[config.mk]
export PLATFORM = sky130hd
export DESIGN_NAME = truss_watchdog_array
export DESIGN_NICKNAME = d
export VERILOG_FILES = /design/src/rtl/truss_watchdog_pkg.sv /design/src/rtl/truss_watchdog_channel.sv /design/src/rtl/truss_watchdog_array.sv
export SDC_FILE = /design/constraint.sdc
export NUM_CORES = 1
export LEC_CHECK = 0
export CAP_MARGIN = 20
export CORE_MARGIN = 10
export CORE_UTILIZATION = 28
export CTS_BUF_LIST = sky130_fd_sc_hd__clkbuf_16
export DETAILED_ROUTE_END_ITERATION = 6
export PLACE_DENSITY = 0.43
export SYNTH_ARGS = -nofsm -noshare
export SYNTH_HDL_FRONTEND = slang
export SYNTH_SLANG_ARGS = --single-unit
[constraint.sdc]
create_clock -name clk -period 4.8 [get_ports clk]
set_input_delay 0.48 -clock clk [delete_from_list [all_inputs] [get_ports clk]]
set_output_delay 0.48 -clock clk [all_outputs]
set_load 0.05 [all_outputs]
[src/rtl/truss_watchdog_pkg.sv]
// Shared types and helpers for the truss watchdog array.
//   wd_state_e   : per-channel watchdog state (IDLE, ARMED, WARN, EXPIRED)
//   clog2_min1() : $clog2 clamped to at least 1, used to size channel indices
package truss_watchdog_pkg;

    typedef enum logic [1:0] {
        WD_IDLE    = 2'd0,
        WD_ARMED   = 2'd1,
        WD_WARN    = 2'd2,
        WD_EXPIRED = 2'd3
    } wd_state_e;

    // A single-channel array still needs a 1-bit index port.
    function automatic int clog2_min1(input int n);
        return (n <= 2) ? 1 : $clog2(n);
    endfunction

endpackage

[src/rtl/truss_watchdog_channel.sv]
// One watchdog channel: a down-counter with a reload register and a
// four-state FSM (IDLE, ARMED, WARN, EXPIRED).
// Ports:
//   clk, reset      : clock, synchronous active-high reset
//   tick            : prescaler enable for the decrement
//   arm, kick,      : per-channel commands, priority disarm > arm > kick > tick
//   disarm
//   timeout_value   : load value used by arm
//   active, warn,   : state decodes (all derived from registered state)
//   expired
//   expired_pulse   : one-cycle pulse on each entry to EXPIRED
module truss_watchdog_channel
    import truss_watchdog_pkg::*;
#(
    parameter int CNT_WIDTH   = 16,
    parameter int WARN_MARGIN = 16
) (
    input  logic                 clk,
    input  logic                 reset,
    input  logic                 tick,
    input  logic                 arm,
    input  logic                 kick,
    input  logic                 disarm,
    input  logic [CNT_WIDTH-1:0] timeout_value,
    output logic                 active,
    output logic                 warn,
    output logic                 expired,
    output logic                 expired_pulse
);

    localparam logic [CNT_WIDTH-1:0] WARN_LIM = CNT_WIDTH'(WARN_MARGIN);
    localparam logic [CNT_WIDTH-1:0] CNT_ZERO = '0;
    localparam logic [CNT_WIDTH-1:0] CNT_ONE  = CNT_WIDTH'(1);

    wd_state_e            state_q;
    logic [CNT_WIDTH-1:0] count_q;
    logic [CNT_WIDTH-1:0] reload_q;
    logic                 pulse_q;
    logic                 running;
    logic [CNT_WIDTH-1:0] count_dec;

    assign running   = (state_q == WD_ARMED) || (state_q == WD_WARN);
    assign count_dec = count_q - CNT_ONE;

    // NOTE: all state below is updated with non-blocking assignments so every
    // register samples the pre-edge values of its peers, independent of
    // statement order.
    always_ff @(posedge clk) begin
        if (reset) begin
            state_q  <= WD_IDLE;
            count_q  <= CNT_ZERO;
            reload_q <= CNT_ZERO;
            pulse_q  <= 1'b0;
        end else begin
            pulse_q <= 1'b0;
            if (disarm) begin
                state_q <= WD_IDLE;
                count_q <= CNT_ZERO;
            end else if (arm) begin
                reload_q <= timeout_value;
                count_q  <= timeout_value;
                if (timeout_value == CNT_ZERO) begin
                    // A zero timeout expires immediately, even when re-armed
                    // from EXPIRED, so the pulse fires again.
                    state_q <= WD_EXPIRED;
                    pulse_q <= 1'b1;
                end else if (timeout_value <= WARN_LIM) begin
                    state_q <= WD_WARN;
                end else begin
                    state_q <= WD_ARMED;
                end
            end else if (kick && running) begin
                // reload_q is non-zero here: a zero arm never reaches ARMED/WARN.
                count_q <= reload_q;
                state_q <= (reload_q <= WARN_LIM) ? WD_WARN : WD_ARMED;
            end else if (tick && running) begin
                if (count_q == CNT_ONE) begin
                    state_q <= WD_EXPIRED;
                    count_q <= CNT_ZERO;
                    pulse_q <= 1'b1;
                end else begin
                    count_q <= count_dec;
                    if (count_dec <= WARN_LIM) begin
                        state_q <= WD_WARN;
                    end
                end
            end
        end
    end

    assign active        = running;
    assign warn          = (state_q == WD_WARN);
    assign expired       = (state_q == WD_EXPIRED);
    assign expired_pulse = pulse_q;

endmodule

[src/rtl/truss_watchdog_array.sv]
// Multi-channel watchdog: NUM_CHANNELS independent channels plus a latch
// recording the lowest-indexed channel among the first to expire.
// Ports:
//   clk, reset       : clock, synchronous active-high reset
//   tick             : shared prescaler enable
//   arm/kick/disarm  : per-channel command vectors
//   timeout_value    : packed load values, channel i at [i*CNT_WIDTH +: CNT_WIDTH]
//   clear_first      : clears the first-expiry latch
//   active/warn/expired/expired_pulse : per-channel status vectors
//   any_expired      : OR of expired
//   first_valid, first_expired_id : first-expiry latch
module truss_watchdog_array
    import truss_watchdog_pkg::*;
#(
    parameter int NUM_CHANNELS = 4,
    parameter int CNT_WIDTH    = 16,
    parameter int WARN_MARGIN  = 16,
    parameter int ID_WIDTH     = clog2_min1(NUM_CHANNELS)
) (
    input  logic                              clk,
    input  logic                              reset,
    input  logic                              tick,
    input  logic [NUM_CHANNELS-1:0]           arm,
    input  logic [NUM_CHANNELS-1:0]           kick,
    input  logic [NUM_CHANNELS-1:0]           disarm,
    input  logic [NUM_CHANNELS*CNT_WIDTH-1:0] timeout_value,
    input  logic                              clear_first,
    output logic [NUM_CHANNELS-1:0]           active,
    output logic [NUM_CHANNELS-1:0]           warn,
    output logic [NUM_CHANNELS-1:0]           expired,
    output logic [NUM_CHANNELS-1:0]           expired_pulse,
    output logic                              any_expired,
    output logic                              first_valid,
    output logic [ID_WIDTH-1:0]               first_expired_id
);

    for (genvar g = 0; g < NUM_CHANNELS; g++) begin : g_ch
        truss_watchdog_channel #(
            .CNT_WIDTH   (CNT_WIDTH),
            .WARN_MARGIN (WARN_MARGIN)
        ) u_ch (
            .clk           (clk),
            .reset         (reset),
            .tick          (tick),
            .arm           (arm[g]),
            .kick          (kick[g]),
            .disarm        (disarm[g]),
            .timeout_value (timeout_value[g*CNT_WIDTH +: CNT_WIDTH]),
            .active        (active[g]),
            .warn          (warn[g]),
            .expired       (expired[g]),
            .expired_pulse (expired_pulse[g])
        );
    end

    assign any_expired = |expired;

    // Lowest pulsing index wins; scanning downward lets it overwrite higher hits.
    logic [ID_WIDTH-1:0] low_idx;

    // NOTE: low_idx gets a default before the loop so no path leaves it
    // unassigned, which would otherwise infer a latch.
    always_comb begin
        low_idx = '0;
        for (int i = NUM_CHANNELS - 1; i >= 0; i--) begin
            if (expired_pulse[i]) begin
                low_idx = ID_WIDTH'(i);
            end
        end
    end

    logic                first_valid_q;
    logic [ID_WIDTH-1:0] first_id_q;

    // Clear then load: a pulse seen in the same cycle as clear_first is kept.
    always_ff @(posedge clk) begin
        if (reset) begin
            first_valid_q <= 1'b0;
            first_id_q    <= '0;
        end else begin
            if (clear_first) begin
                first_valid_q <= 1'b0;
                first_id_q    <= '0;
            end
            if ((!first_valid_q || clear_first) && (|expired_pulse)) begin
                first_valid_q <= 1'b1;
                first_id_q    <= low_idx;
            end
        end
    end

    assign first_valid      = first_valid_q;
    assign first_expired_id = first_id_q;

endmodule

==> results of run 1 <==
## synthesized netlist by cell type (19+ instances only)
library cell	number	area, µm²
nor4_1	46	288
a21oi_1	136	681
nand3_1	25	125
o21ai_0	84	420
nand2_1	244	916
ha_1	20	250
clkbuf_1	85	319
dfxtp_1	143	2860
inv_1	23	86.3
nor2_1	94	353
xnor2_1	19	166
nor3_1	39	195
## flip-flops by register name, indices dropped and copies added (netlist names)
name                     count
g_ch.u_ch.reload_q          64
first_expired_id             2
g_ch.u_ch.count_q           64
first_valid                  1
g_ch.u_ch.state_q            8
g_ch.u_ch.expired_pulse      4
## power by group
part	leakage, nW	switching (mW)	total, mW	internal (mW)
combinational	2.27	0.480	0.807	0.327
clock	0.257	0.554	1.30	0.749
sequential	1.17	0.0755	1.32	1.24
total	3.69	1.11	3.43	2.32
## routing by layer
| metal | GRT usage (%) | share of wire [%] | wire length (µm) |
|---|---|---|---|
| met1 | 22.2 | 49 | 15900 |
| met2 | 25.7 | 46 | 14800 |
| met3 | 3.50 | 4.4 | 1420 |
| met4 | 3.79 | 0.95 | 307 |
| met5 | 0 | 0 | 0 |
## worst min-delay path, cell delays in order, from the launching register on
cell and delay [ns]:
dfxtp_1 0.32, nand2_1 0.05, a21oi_1 0.05
## worst paths after layout
check	startpoint	endpoint	cells past startpoint
worst min-delay path	g_ch[0].u_ch.reload_q[5]	g_ch[0].u_ch.reload_q[5]	2
worst max register to register	g_ch[3].u_ch.count_q[4]	g_ch[3].u_ch.count_q[10]	6
worst min register to register	g_ch[0].u_ch.reload_q[5]	g_ch[0].u_ch.reload_q[5]	2
worst max-delay path	g_ch[3].u_ch.count_q[4]	g_ch[3].u_ch.count_q[10]	6
## per-stage QoR
step	power [mW]	setup WS [ns]
after floorplan	1.87	2.15
after global placement	2.14	1.63
after detailed placement	2.14	1.58
after CTS	3.46	1.83
after global routing	3.61	1.59
final	3.43	1.81
## cell families after synthesis
family / count (synthesis) / share of synthesized area, %
AOI/OAI and AO/OA: 366 / 25.3
buffers and inverters: 137 / 6.42
adders and majority gates: 20 / 2.78
muxes: 5 / 0.556
DFF: 143 / 31.8
xor gates and xnor gates: 27 / 2.63
and+or+nand+nor: 569 / 30.5
## placed cells by master, fill, tap and decap left out, types with 10 or more instances in the layout
master,n
a211oi_1,16
a21oi_1,136
a22oi_1,16
and3_1,10
buf_4,17
clkbuf_16,17
clkdlybuf4s50_1,98
dfxtp_1,143
ha_1,20
inv_1,23
nand2_1,244
nand2b_1,16
nand3_1,25
nor2_1,94
nor2b_1,13
nor3_1,39
nor4_1,46
o211ai_1,14
o21ai_0,83
o21ai_1,10
o31ai_1,12
or2_2,12
or4_1,16
xnor2_1,19
## layout make-up
| type | count | area, µm² | share of cell area, % |
|---|---|---|---|
| inverters | 25 | 93.8 | 0.877 |
| clock inverters | 13 | 125 | 1.17 |
| multi-input cells | 987 | 5560 | 52.0 |
| well taps | 402 | 503 | 4.70 |
| flip-flops and latches | 143 | 2860 | 26.8 |
| repair buffers | 117 | 1120 | 10.5 |
| clock buffers | 17 | 425 | 3.98 |
==> results.toml, run 1 <==
[run_status]
outcome = "completed"

[logic_synthesis]
async_reset_ff_share_pct = 0
synth_warnings = 0
synth_flop_cell = "dfxtp_1"
syn_area_um2 = 9000
netlist_instances = 1267
synth-edff-count = 0
synth_cell_types = 71
ys_seq_elements = 143
synth_fp_nets = 1367
avgSynthCellArea_um2 = 7.10
yosysSeqAreaShare_pct = 31.8

[floorplanning]
core-area_um2 = 31600
ios = 100
rows = 65
die_h_um = 199
die_width_um = 199
start_util_pct = 28.4
dieArea_um2 = 39700

[finish]
stdcell_area_um2 = 10700
n_antenna_cell = 0
nFillCells = 3419
nets = 1391
drive_gt1_share_pct = 5.53
fin_util_pct = 33.8
finalNonFillerCells = 1704
area_growth_pct = 18.9

[grt]
grt_pass1_vias = 9021
grt_max_degree = 41
grt_pass1_wl_um = 51300
grtUsageTotal_pct = 16.3
antenna_found_initial = 0
grt_overflow = 0

[power]
leakagePower_nw = 3.69
pwr_density_cell_nw_per_um2 = 320
irDropWorstVdd_mv = 0.256

[worst_setup_path]
critPathTopFamily = "simple AND/OR/NAND/NOR gates"
end_kind = "register"
rrSetupSlack_ns = 1.81
start_kind = "register"
cp_data_required_time_ns = 5.12
max_stage_delay_ns = 0.76
path_cells = "or4_1 > or3_1 > o21ai_2 > o21ai_0 > a221oi_1 > nor2_1"
cp.arrival_ns = 3.31
crit_fanout = 18
critPathKind = "register to register"
slowest_stage = "or4_1"
crit_buf_inv = 0

[job]
max_cap_violations = 0

[timing]
fmax_mhz = 335
fin_crit_sh_pct = 62.2
skew_ns = 0.00962
tns_ns = 0
slew_violations = 0
slew_headroom_pct = 36.2
holdWs_ns = 0.469
setup_viol = 0
tightest_slew_ns = 0.950
finalHoldViolCount = 0
rsz0062_at_grt = "false"
post-route-min-period_ns = 2.99

[place]
dp_cells = 1671
io_buffers = 99
place_hpwl_um = 23900
gp_congestion = 0.811
place_area_um2 = 10100

[clock_network]
cts_tree = "done"
cts_resized = 0
clk_pin_slew_ns = 0.06
htree_levels = 4
cts.sink_count = 143
cts-root-buf = "clkbuf_16"
postCtsHoldBufs = 0
clock_latency_ns = 0.45
cts_setup_buffers = 0
ctsLongestPathBuffers = 2
cts_inserted_buffers = 17

[detailed_routing]
drtIter0Drc = 612
wirelength_um = 32400
drcViolationCount = 0
dr_total_vias = 9174
firstDrtPassIters = 5
ant_nets = 0
viasPerCell = 5.38
avgRoutedWirePerCell_um = 19.0

[min_path]
min_path_type = "register to register"
No activity file was read; power rests on OpenSTA's default activity.
==> run 2: changes to the inputs <==
==> constraint.sdc (replaced) <==
create_clock -name clk -period 3.1 [get_ports clk]
set_input_delay 0.31 -clock clk [delete_from_list [all_inputs] [get_ports clk]]
set_output_delay 0.31 -clock clk [all_outputs]
set_load 0.05 [all_outputs]
==> run 2 against run 1 <==
  * Critical path depth rose by 2
  * Sequential cell count is the same
  * Die area is the same
  * Final cell count rose by 1.9%
  * First-iteration DRC count rose by 7.4%
  * Fmax grew 9.6%
  * Sequential power up 54%
  * Global-route usage grew 0.36 points
  * Register-to-register slack got worse by 1.4 ns
  * Critical endpoint is now g_ch[3].u_ch.state_q[1]
==> results.toml, run 2 (synthesis gave the netlist of run 1 again) <==
[run_status]
outcome = "completed"

[floorplanning]
rows = 65
dieArea_um2 = 39700
die_width_um = 199
core-area_um2 = 31600
start_util_pct = 28.4
ios = 100
die_h_um = 199

[grt]
grt_use_met2_pct = 26.2
grt_max_degree = 29
antenna_found_initial = 0
use_met1_pct = 22.6
grtUsageTotal_pct = 16.7
globalRoute.busiestLayer = "met2"
grt_pass1_wl_um = 52300
grt_overflow = 0
grt_pass1_vias = 9053
gr-usage-met3_pct = 3.58

[worst_setup_path]
cp.arrival_ns = 3.07
rr_endpoint = "g_ch[3].u_ch.state_q[1]"
critPathKind = "register to register"
r2r-start = "g_ch[3].u_ch.count_q[1]"
cp_data_required_time_ns = 3.44
crit_buf_inv = 1
path_cells = "inv_1 > ha_1 > or3b_1 > or3_1 > or3_1 > xor2_1 > a32oi_1 > a221oi_1"
max_stage_delay_ns = 0.41
critPathMostFrequentCell = "or3_1"
slowest_stage = "or3b_1"
reg2reg_depth = 8
critPathTopFamily = "simple AND/OR/NAND/NOR gates"
crit_cells = 8
end_kind = "register"
crit_fanout = 8
start_kind = "register"
rrSetupSlack_ns = 0.37

[timing]
tightest_slew_ns = 0.746
slew_headroom_pct = 50.0
skew_ns = 0.00921
fmax_mhz = 367
fin_crit_sh_pct = 87.9
finalHoldViolCount = 0
tns_ns = 0
setup_viol = 0
rsz0062_at_grt = "false"
slew_violations = 0
post-route-min-period_ns = 2.73

[min_path]
holdPathStages = 2
hold_start = "reset"
min_path_type = "input port to register"
min_to = "g_ch[1].u_ch.reload_q[11]"

[power]
pwr_density_cell_nw_per_um2 = 494
p_total_mw = 5.41
leakagePower_nw = 3.89
irDropWorstVdd_mv = 0.384

[place]
dp_cells = 1706
place_hpwl_um = 25000
io_buffers = 99
place_area_um2 = 10400
gp_congestion = 0.897

[finish]
finalNonFillerCells = 1737
nets = 1423
nFillCells = 3414
stdcell_area_um2 = 11000
final_common_cell = "nand2_1"
drive_gt1_share_pct = 7.42
final_cell_mix = "nand2_1, dfxtp_1, a21oi_1"
largestRegisters = "g_ch.u_ch.count_q (64), g_ch.u_ch.reload_q (64), g_ch.u_ch.state_q (8)"
n_antenna_cell = 0
area_growth_pct = 21.8

[detailed_routing]
dr_total_vias = 9291
viasPerCell = 5.35
firstDrtPassIters = 5
ant_nets = 0
drcViolationCount = 0
drtIter0Drc = 657
wirelength_um = 33100
avgRoutedWirePerCell_um = 19.1

[clock_network]
cts_setup_buffers = 0
cts_resized = 0
htree_levels = 4
cts_inserted_buffers = 17
postCtsHoldBufs = 0
cts.sink_count = 143
clk_pin_slew_ns = 0.06
cts-root-buf = "clkbuf_16"
clock_latency_ns = 0.44
ctsLongestPathBuffers = 2
cts_tree = "done"

[job]
max_cap_violations = 0
run 2: changes by cell type in the layout (fill, tap and decap cells not counted):
cell,previous run,this run
buf_6,1,0
buf_12,0,1
clkinv_1,3,5
clkinvlp_4,5,0
buf_4,17,49
clkinv_2,4,3
bufinv_16,2,3
inv_1,23,27
run 2: layout make-up:
class | instances | area [µm²] | area share [%]
Clock inverter | 14 | 135 | 1.23
Timing Repair Buffer | 149 | 1370 | 12.5
Sequential cell | 143 | 2860 | 26.1
Clock buffer | 17 | 425 | 3.88
Inverter | 25 | 93.8 | 0.856
Multi-Input combinational cell | 987 | 5560 | 50.8
Tap cell | 402 | 503 | 4.59
run 2: layer usage:
metal / wire length, µm / vias up
met2: 15100 / 200
met1: 16100 / 4406
met4: 385 / 0
met3: 1520 / 20
li1: - / 4665
met5: 0 / -
run 2: metrics by stage:
step           hold slack, ns  utilization, %  setup WS, ns
2_1_floorplan           0.444               -         0.454
3_3_place_gp            0.456            32.9         0.466
3_5_place_dp            0.462            32.9         0.417
4_1_cts                 0.380            34.6         0.388
5_1_grt                 0.383            34.6         0.189
6_report                0.372            34.6         0.374
run 2: worst max-delay path by stage:
stage	from	to	slack [ns]
after floorplan	g_ch[3].u_ch.count_q[0]	g_ch[3].u_ch.state_q[1]	0.45
after global placement	g_ch[0].u_ch.count_q[10]	g_ch[0].u_ch.state_q[0]	0.47
after detailed placement	g_ch[3].u_ch.count_q[1]	g_ch[3].u_ch.state_q[1]	0.42
after CTS	g_ch[3].u_ch.count_q[0]	g_ch[3].u_ch.state_q[1]	0.39
after global routing	g_ch[3].u_ch.count_q[0]	g_ch[3].u_ch.state_q[1]	0.19
final	g_ch[3].u_ch.count_q[1]	g_ch[3].u_ch.state_q[1]	0.37
run 2: report_power, final:
group,leakage [nW],total [mW],switching [mW],internal [mW]
Combinational,2.43,1.32,0.768,0.550
Sequential,1.17,2.03,0.105,1.92
Clock,0.291,2.06,0.833,1.23
Total,3.89,5.41,1.71,3.71
==> run 3: changes to the inputs <==
--- a/config.mk
+++ b/config.mk
@@ -10,7 +10,7 @@
 export CORE_UTILIZATION = 28
 export CTS_BUF_LIST = sky130_fd_sc_hd__clkbuf_16
 export DETAILED_ROUTE_END_ITERATION = 6
-export PLACE_DENSITY = 0.43
+export PLACE_DENSITY_LB_ADDON = 0.05
 export SYNTH_ARGS = -nofsm -noshare
 export SYNTH_HDL_FRONTEND = slang
 export SYNTH_SLANG_ARGS = --single-unit
==> run 3 against run 2 <==
  * Die area stayed put
  * Critical path depth is the same
  * Clock power increased by 14%
==> results.toml, run 3 (synthesis gave the netlist of run 1 again) <==
[run_status]
outcome = "completed"

[grt]
antenna_found_initial = 0
grt_pass1_vias = 9061
grtUsageTotal_pct = 16.6
grt_pass1_wl_um = 52200
grt_overflow = 0
grt_max_degree = 40

[worst_setup_path]
max_stage_delay_ns = 0.40
critPathTopFamily = "simple AND/OR/NAND/NOR gates"
cp_data_required_time_ns = 3.47
crit_fanout = 8
reg2reg_depth = 8
start_kind = "register"
slowest_stage = "or3b_1"
end_kind = "register"
critPathKind = "register to register"
crit_cells = 8
critPathMostFrequentCell = "or3_1"
cp.arrival_ns = 3.11
path_cells = "inv_1 > ha_1 > or3b_1 > or3_1 > or3_1 > xor2_1 > a32oi_1 > mux2i_1"
crit_buf_inv = 1

[clock_network]
cts_resized = 0
cts_setup_buffers = 0
postCtsHoldBufs = 0
cts.sink_count = 143
htree_levels = 4
clock_latency_ns = 0.43
cts-root-buf = "clkbuf_16"
cts_tree = "done"
ctsLongestPathBuffers = 2
clk_pin_slew_ns = 0.06
cts_inserted_buffers = 17

[floorplanning]
ios = 100
die_h_um = 199
start_util_pct = 28.4
core-area_um2 = 31600
die_width_um = 199
dieArea_um2 = 39700
rows = 65

[place]
place_hpwl_um = 24700
place_ws_ns = 0.350
gp_congestion = 0.833
place_area_um2 = 10300
io_buffers = 99

[job]
max_cap_violations = 0

[detailed_routing]
top_layer_used = "met4"
met3_length_um = 1370
drtIter0Drc = 674
drcViolationCount = 0
wirelength_um = 32700
ant_nets = 0
viasPerCell = 5.35
met1_length_um = 16200
wl_met2_um = 14700
avgRoutedWirePerCell_um = 18.9
dr_total_vias = 9246
firstDrtPassIters = 7

[finish]
area_growth_pct = 21.9
fin_util_pct = 34.7
n_antenna_cell = 0
stdcell_area_um2 = 11000
final_cell_mix = "nand2_1, dfxtp_1, a21oi_1"
largestRegisters = "g_ch.u_ch.count_q (64), g_ch.u_ch.reload_q (64), g_ch.u_ch.state_q (8)"
final_common_cell = "nand2_1"
drive_gt1_share_pct = 7.23
nets = 1415

[timing]
tns_ns = 0
fmax_mhz = 364
tightest_slew_ns = 0.726
slew_headroom_pct = 51.5
post-route-min-period_ns = 2.75
rsz0062_at_grt = "false"
setup_viol = 0
slew_violations = 0
setup_slack_ns = 0.355
fin_crit_sh_pct = 88.6
finalHoldViolCount = 0
skew_ns = 0.00530

[power]
p_total_mw = 5.67
leakagePower_nw = 3.86
irDropWorstVdd_mv = 0.346
pwr_density_cell_nw_per_um2 = 517

[min_path]
holdPathStages = 2
min_path_type = "input port to register"
[run 3: cell count changes in the layout (fill, tap and decap cells not counted), sizes merged]
| cell | delta |
|---|---|
| bufinv | +3 |
| buf | -8 |
| clkinv | -1 |
| inv | -4 |
| clkinvlp | +2 |
[run 3: final timing paths]
| check | start | slack, ns | to |
|---|---|---|---|
| setup / recovery | g_ch[3].u_ch.count_q[0] | 0.35 | g_ch[3].u_ch.state_q[0] |
| hold / removal | reset | 0.39 | first_expired_id[0] |
| setup reg to reg | g_ch[3].u_ch.count_q[0] | 0.35 | g_ch[3].u_ch.state_q[0] |
| hold reg to reg | g_ch[0].u_ch.reload_q[13] | 0.47 | g_ch[0].u_ch.reload_q[13] |
[run 3: metal layers]
metal | vias up | GRT usage (%)
met2 | 193 | 25.8
met4 | 0 | 4.72
met1 | 4359 | 23.1
met3 | 24 | 2.81
met5 | - | 0
li1 | 4670 | -
[run 3: power breakdown]
part,internal [mW],switching (mW)
combinational,0.542,0.757
clock,1.49,0.849
sequential,1.92,0.106
total,3.96,1.71
[run 3: cell type report]
type	instances	area, µm²
clock inverters	14	221
inverters	25	93.8
fillers	3344	20700
repair buffers	141	1300
well taps	402	503
clock buffers	17	425
flip-flops and latches	143	2860
multi-input cells	987	5560
[run 3: metrics by stage]
step                      hold slack (ns)  std cells
final                               0.385       1729
after global routing                0.445       1729
after CTS                           0.392       1729
after detailed placement            0.467       1698
after global placement              0.463       1698
after floorplan                     0.444       1267
